`src/rtl/frame_scheduler_if.sv`:
```
// Framebuffer port bundle shared by the frame scheduler, the drawing engine,
// the flasher and the framebuffer memory.
interface frame_scheduler_if #(
   parameter int unsigned ADDR_W  = 15,
   parameter int unsigned COLOR_W = 3
);
   logic [ADDR_W-1:0]  draw_addr;
   logic [COLOR_W-1:0] draw_data;
   logic               draw_we;
   logic               draw_done;
   logic               draw_gnt;

   logic [ADDR_W-1:0]  flash_addr;
   logic               flash_done;
   logic               flash_start;
   logic               flash_ack;

   logic [ADDR_W-1:0]  mem_addr;
   logic [COLOR_W-1:0] mem_wdata;
   logic               mem_we;

   // The scheduler owns the framebuffer port, so it is the master side.
   modport master (
      input  draw_addr, draw_data, draw_we, draw_done,
      input  flash_addr, flash_done,
      output draw_gnt, flash_start, flash_ack,
      output mem_addr, mem_wdata, mem_we
   );

   modport slave (
      output draw_addr, draw_data, draw_we, draw_done,
      output flash_addr, flash_done,
      input  draw_gnt, flash_start, flash_ack,
      input  mem_addr, mem_wdata, mem_we
   );
endinterface

```
`src/rtl/frame_scheduler.sv`:
```
// Per-frame sequencer: grants the framebuffer port to the drawer, then hands
// it to the flasher via the continuation handshake, and counts finished frames.
module frame_scheduler #(
   parameter int unsigned ADDR_W       = 15,
   parameter int unsigned COLOR_W      = 3,
   parameter int unsigned DRAW_TIMEOUT = 65535,
   parameter int unsigned CNT_W        = 8
) (
   input  logic                Clck,
   input  logic                Reset,
   input  logic                frame_tick,
   frame_scheduler_if.master   bus,
   output logic [CNT_W-1:0]    frame_count,
   output logic                busy,
   output logic                overrun,
   output logic                timed_out
);

   localparam int unsigned TMR_W = (DRAW_TIMEOUT > 2) ? $clog2(DRAW_TIMEOUT) : 1;
   localparam logic [TMR_W-1:0] TO_LAST =
      TMR_W'((DRAW_TIMEOUT == 0) ? 0 : DRAW_TIMEOUT - 1);
   localparam bit TIMEOUT_EN = (DRAW_TIMEOUT != 0);

   typedef enum logic [1:0] {
      S_IDLE  = 2'd0,
      S_DRAW  = 2'd1,
      S_FLASH = 2'd2,
      S_ACK   = 2'd3
   } state_t;

   state_t             state_q;
   state_t             state_d;
   logic               pending_q;
   logic [TMR_W-1:0]   timer_q;
   logic               timeout_hit;
   logic               frame_end;

   always_ff @(posedge Clck or negedge Reset) begin
      if (!Reset) begin
         state_q <= S_IDLE;
      end else begin
         state_q <= state_d;
      end
   end

   // Next-state logic. A draw_done coinciding with the timeout wins, so the
   // timeout flag is raised only when the drawer really failed to finish.
   always_comb begin
      state_d     = state_q;
      timeout_hit = 1'b0;
      unique case (state_q)
         S_IDLE: begin
            if (frame_tick || pending_q) begin
               state_d = S_DRAW;
            end
         end
         S_DRAW: begin
            if (bus.draw_done) begin
               state_d = S_FLASH;
            end else if (TIMEOUT_EN && (timer_q == TO_LAST)) begin
               state_d     = S_FLASH;
               timeout_hit = 1'b1;
            end
         end
         S_FLASH: begin
            if (bus.flash_done) begin
               state_d = S_ACK;
            end
         end
         S_ACK: begin
            if (!bus.flash_done) begin
               state_d = S_IDLE;
            end
         end
         default: state_d = S_IDLE;
      endcase
   end

   assign frame_end = (state_q == S_ACK) && (state_d == S_IDLE);

   // Port mux and handshake strobes depend on the state register only, so
   // reset forces every one of them low without waiting for a clock.
   always_comb begin
      bus.draw_gnt    = 1'b0;
      bus.flash_start = 1'b0;
      bus.flash_ack   = 1'b0;
      bus.mem_addr    = '0;
      bus.mem_wdata   = '0;
      bus.mem_we      = 1'b0;
      busy            = (state_q != S_IDLE);
      unique case (state_q)
         S_DRAW: begin
            bus.draw_gnt  = 1'b1;
            bus.mem_addr  = bus.draw_addr;
            bus.mem_wdata = bus.draw_data;
            bus.mem_we    = bus.draw_we;
         end
         S_FLASH: begin
            bus.flash_start = 1'b1;
            bus.mem_addr    = bus.flash_addr;
         end
         S_ACK: begin
            bus.flash_ack = 1'b1;
         end
         default: begin
         end
      endcase
   end

   // Tick queue, draw timer, frame counter and sticky status flags.
   always_ff @(posedge Clck or negedge Reset) begin
      if (!Reset) begin
         pending_q   <= 1'b0;
         timer_q     <= '0;
         frame_count <= '0;
         overrun     <= 1'b0;
         timed_out   <= 1'b0;
      end else begin
         if (state_q == S_IDLE) begin
            pending_q <= 1'b0;
         end else if (frame_tick) begin
            if (pending_q) begin
               overrun <= 1'b1;
            end else begin
               pending_q <= 1'b1;
            end
         end

         if (state_q == S_DRAW) begin
            timer_q <= timer_q + TMR_W'(1);
         end else begin
            timer_q <= '0;
         end

         if (timeout_hit) begin
            timed_out <= 1'b1;
         end

         if (frame_end) begin
            frame_count <= frame_count + CNT_W'(1);
         end
      end
   end

endmodule

```
`src/flat_wrapper.sv`:
```
// flat-port wrapper written by rule: the top's interface ports become plain ports
module frame_scheduler_flat 
#(
   parameter int unsigned ADDR_W       = 15,
   parameter int unsigned COLOR_W      = 3,
   parameter int unsigned DRAW_TIMEOUT = 65535,
   parameter int unsigned CNT_W        = 8
)
  (Clck, Reset, frame_tick, frame_count, busy, overrun, timed_out, bus_draw_addr, bus_draw_data, bus_draw_we, bus_draw_done, bus_flash_addr, bus_flash_done, bus_draw_gnt, bus_flash_start, bus_flash_ack, bus_mem_addr, bus_mem_wdata, bus_mem_we);
  frame_scheduler_if #(.ADDR_W(ADDR_W), .COLOR_W(COLOR_W)) bus_i ();
  input  logic Clck;
  input  logic Reset;
  input  logic frame_tick;
  output logic [CNT_W-1:0] frame_count;
  output logic busy;
  output logic overrun;
  output logic timed_out;
  input wire logic [$bits(bus_i.draw_addr)-1:0] bus_draw_addr;
  input wire logic [$bits(bus_i.draw_data)-1:0] bus_draw_data;
  input wire logic [$bits(bus_i.draw_we)-1:0] bus_draw_we;
  input wire logic [$bits(bus_i.draw_done)-1:0] bus_draw_done;
  input wire logic [$bits(bus_i.flash_addr)-1:0] bus_flash_addr;
  input wire logic [$bits(bus_i.flash_done)-1:0] bus_flash_done;
  output wire logic [$bits(bus_i.draw_gnt)-1:0] bus_draw_gnt;
  output wire logic [$bits(bus_i.flash_start)-1:0] bus_flash_start;
  output wire logic [$bits(bus_i.flash_ack)-1:0] bus_flash_ack;
  output wire logic [$bits(bus_i.mem_addr)-1:0] bus_mem_addr;
  output wire logic [$bits(bus_i.mem_wdata)-1:0] bus_mem_wdata;
  output wire logic [$bits(bus_i.mem_we)-1:0] bus_mem_we;
  assign bus_i.draw_addr = bus_draw_addr;
  assign bus_i.draw_data = bus_draw_data;
  assign bus_i.draw_we = bus_draw_we;
  assign bus_i.draw_done = bus_draw_done;
  assign bus_i.flash_addr = bus_flash_addr;
  assign bus_i.flash_done = bus_flash_done;
  assign bus_draw_gnt = bus_i.draw_gnt;
  assign bus_flash_start = bus_i.flash_start;
  assign bus_flash_ack = bus_i.flash_ack;
  assign bus_mem_addr = bus_i.mem_addr;
  assign bus_mem_wdata = bus_i.mem_wdata;
  assign bus_mem_we = bus_i.mem_we;
  frame_scheduler #(.ADDR_W(ADDR_W), .COLOR_W(COLOR_W), .DRAW_TIMEOUT(DRAW_TIMEOUT), .CNT_W(CNT_W)) u_core (.Clck(Clck), .Reset(Reset), .frame_tick(frame_tick), .bus(bus_i), .frame_count(frame_count), .busy(busy), .overrun(overrun), .timed_out(timed_out));
endmodule
```
`config.mk`:
```
export PLATFORM = sky130hd
export DESIGN_NAME = frame_scheduler_flat
export DESIGN_NICKNAME = d
export VERILOG_FILES = /design/src/rtl/frame_scheduler_if.sv /design/src/rtl/frame_scheduler.sv /design/src/flat_wrapper.sv
export SDC_FILE = /design/constraint.sdc
export NUM_CORES = 1
export LEC_CHECK = 0
export BUFFER_PORTS_ARGS = -buffer_cell sky130_fd_sc_hd__buf_4
export CAP_MARGIN = 20
export CORE_UTILIZATION = 32
export CTS_BUF_LIST = sky130_fd_sc_hd__clkbuf_16
export DETAILED_ROUTE_END_ITERATION = 16
export SYNTH_ARGS = -nofsm -noshare
export SYNTH_HDL_FRONTEND = slang
export SYNTH_SLANG_ARGS = --single-unit
```
`constraint.sdc`:
```
create_clock -name Clck -period 6.2 [get_ports Clck]
set_input_delay 1.24 -clock Clck [delete_from_list [all_inputs] [get_ports Clck]]
set_output_delay 1.24 -clock Clck [all_outputs]
set_load 0.03 [all_outputs]
```
==> metrics.txt <==
R2R depth=8; met1 Use GR=18.8%; critical path arrival=1960 ps; cts hold-fix bufs=0; Hold WC Path Type=register to register; RSZ-0062 raised after global routing=no; cts bufs inserted=5; Yosys warning total=0; Antenna Violating Nets Remaining=0; Final Max Slew Viols=0; Clock Sinks=29; Main synth FF type=dfrtp_1; die height=76.9 µm; Post-Syn Area=1790 µm²; vias in the first global route=1492; Starting Density=34.2%; Die Area=5910 µm²; met2 usage=23.1%; endpoints failing setup=0; CTS tree=built; clk slew on worst S/H paths=50 ps; setup TNS=0 ps; FFs w/ async S/R, synth=100%; most common cell after layout, fill and taps aside=buf_4; worst skew pair latency=270 ps; first-pass GRT wire length=7020 µm; area grow syn2layout=40.8%; most frequent cells in the layout=buf_4, dfrtp_1, nor2b_1; Placer Congestion=0.751; Min Clock Period, post-route=3200 ps; Distinct cells, synth=37; IO Port Bufs=71; Max Root-Sink Buffers=2; register bit count reported by yosys=29; final hold violation count=0; worst reg2reg setup slack=3610 ps; met3 GRT Util=4.29%; PD cells=422 nW/µm²; Post-DP Area=2390 µm²; Worst Hold End=u_core.overrun$_DFFE_PN0P_; Relative slew margins=51.9%; EDFF count, synth=0; # Max-Cap Violations=0; die width=76.9 µm; ant diodes=0; Mapped Cells=179; Overall Global Routing Usage=14.9%; share of the synthesized area in the top cell type=40.5%; H-tree Lvls=2; worst r2r src=u_core.state_q[1]$_DFF_PN0_; Startpoint Class=register; share of cells above drive strength 1=35.3%; clk_skew=6.02 ps; hold path depth=1; count of boundary I/O pins=72; initial antenna violation count=0; Avg Cell Area, Syn=10.0 µm²; CP Capture Type=output port; syn_nets=225; Total Power=1.07 mW; vias=1528; static leakage=1.27 nW; total setup buffers inserted after CTS=0; sequential area share after synthesis=40.5%; Final #Nets=297; post_cts resized=0; most used routing layer=met2; drt total wl=4140 µm; detailed-placement wirelength estimate=3040 µm; DRC Markers=0; crit-path max FO=22; Fmax=312 MHz; Pre-antenna DRT Iters=4; status=finished clean; reg-to-reg endpoint=u_core.frame_count[1]$_DFFE_PN0P_; actual slew at the worst max-slew pin=722 ps; Final Cell Area=2520 µm²; Yosys top cell by area=dfrtp_1; largest net degree at the start of global routing=30; critical path class=register to output port; core area=5240 µm²; clk root buf=clkbuf_16; critical path data required time=4960 ps; HP Start=u_core.overrun$_DFFE_PN0P_; Std-Cell Rows=26; vias per inst=4.75; Peak VDD IR=0.000148 V; final worst path period share=51.7%; total gr overflow=0; WL/cell=12.9 µm; Final Instance Count excl. Fillers=322; DR iter-0 viols=72; placed insts=314; top post-synthesis cells by area=dfrtp_1, xor2_1, nor2b_1
## Yosys cell counts, types with 2 or more instances
cell      number
clkbuf_1       5
nand4_1        4
o21ai_0        5
ha_1           7
dfrtp_1       29
nor2b_1       22
nor3_1         3
nor2_1         6
a22oi_1       15
and2_1        13
nor4_1         5
nand3_1       11
nand4_4        2
xnor2_1        4
nand2_1        5
xor2_1        16
inv_1          7
## kinds of logic (layout without fill, tap and decap cells)
kind of cell | count (synthesis) | count (layout) | share of synthesized area (%)
AOI/OAI and AO/OA | 26 | 26 | 11.0
buffers and inverters | 14 | 87 | 3.35
and+or+nand+nor | 82 | 82 | 29.7
adders and majority gates | 7 | 7 | 4.88
muxes | 1 | 1 | 0.837
xor gates and xnor gates | 20 | 20 | 9.77
DFF | 29 | 29 | 40.5
## metrics by stage
stage | hold WS, ps | utilization, % | setup WS, ps
2_1_floorplan | 470 | - | 3010
3_3_place_gp | 462 | 45.6 | 3200
3_5_place_dp | 470 | 45.6 | 3200
4_1_cts | 481 | 48.2 | 2950
5_1_grt | 502 | 48.2 | 2810
6_report | 472 | 48.2 | 3000
## state kept, by name, summed over array words and instances, names as in the netlist
signal and flops:
u_core.pending_q 1, u_core.state_q 2, u_core.timed_out 1, u_core.overrun 1, u_core.frame_count 8, u_core.timer_q 16
## worst max-delay path by stage
stage	start	end	slack [ps]	cells past startpoint
finish	u_core.state_q[1]$_DFF_PN0_	bus_mem_wdata[2]	3000	5
global route	u_core.state_q[1]$_DFF_PN0_	bus_mem_wdata[2]	2810	5
CTS	u_core.state_q[1]$_DFF_PN0_	bus_mem_wdata[2]	2950	5
detailed placement	bus_flash_addr[7]	bus_mem_addr[7]	3200	4
global placement	bus_flash_addr[13]	bus_mem_addr[13]	3200	4
floorplan	u_core.state_q[1]$_DFF_PN0_	bus_mem_addr[0]	3010	6
## worst max-delay path, cell delays in order, from the launching register on
cell and delay [ps]:
dfrtp_1 420, inv_1 90, ha_1 540, buf_4 320, and2_1 160, buf_4 160
## routing by layer
layer / part of all wire (%) / wire, µm
met3: 9.1 / 375
met5: 0 / 0
met4: 1.5 / 63
met1: 46 / 1920
met2: 43 / 1790
## cell type report
class,count,area [µm²]
Clock inverter,3,12.5
Inverter,7,26.3
Clock buffer,5,125
Multi-Input combinational cell,136,1010
Tap cell,70,87.6
Fill cell,500,2710
Sequential cell,29,726
Timing Repair Buffer,72,541
## where the power goes
group / switching [mW] / leakage, nW / internal (mW) / total [mW]
Clock: 0.0789 / 0.0687 / 0.145 / 0.223
Sequential: 0.0337 / 0.388 / 0.218 / 0.252
Combinational: 0.352 / 0.816 / 0.238 / 0.590
Total: 0.465 / 1.27 / 0.600 / 1.07
(Power assumes the default switching activity.)
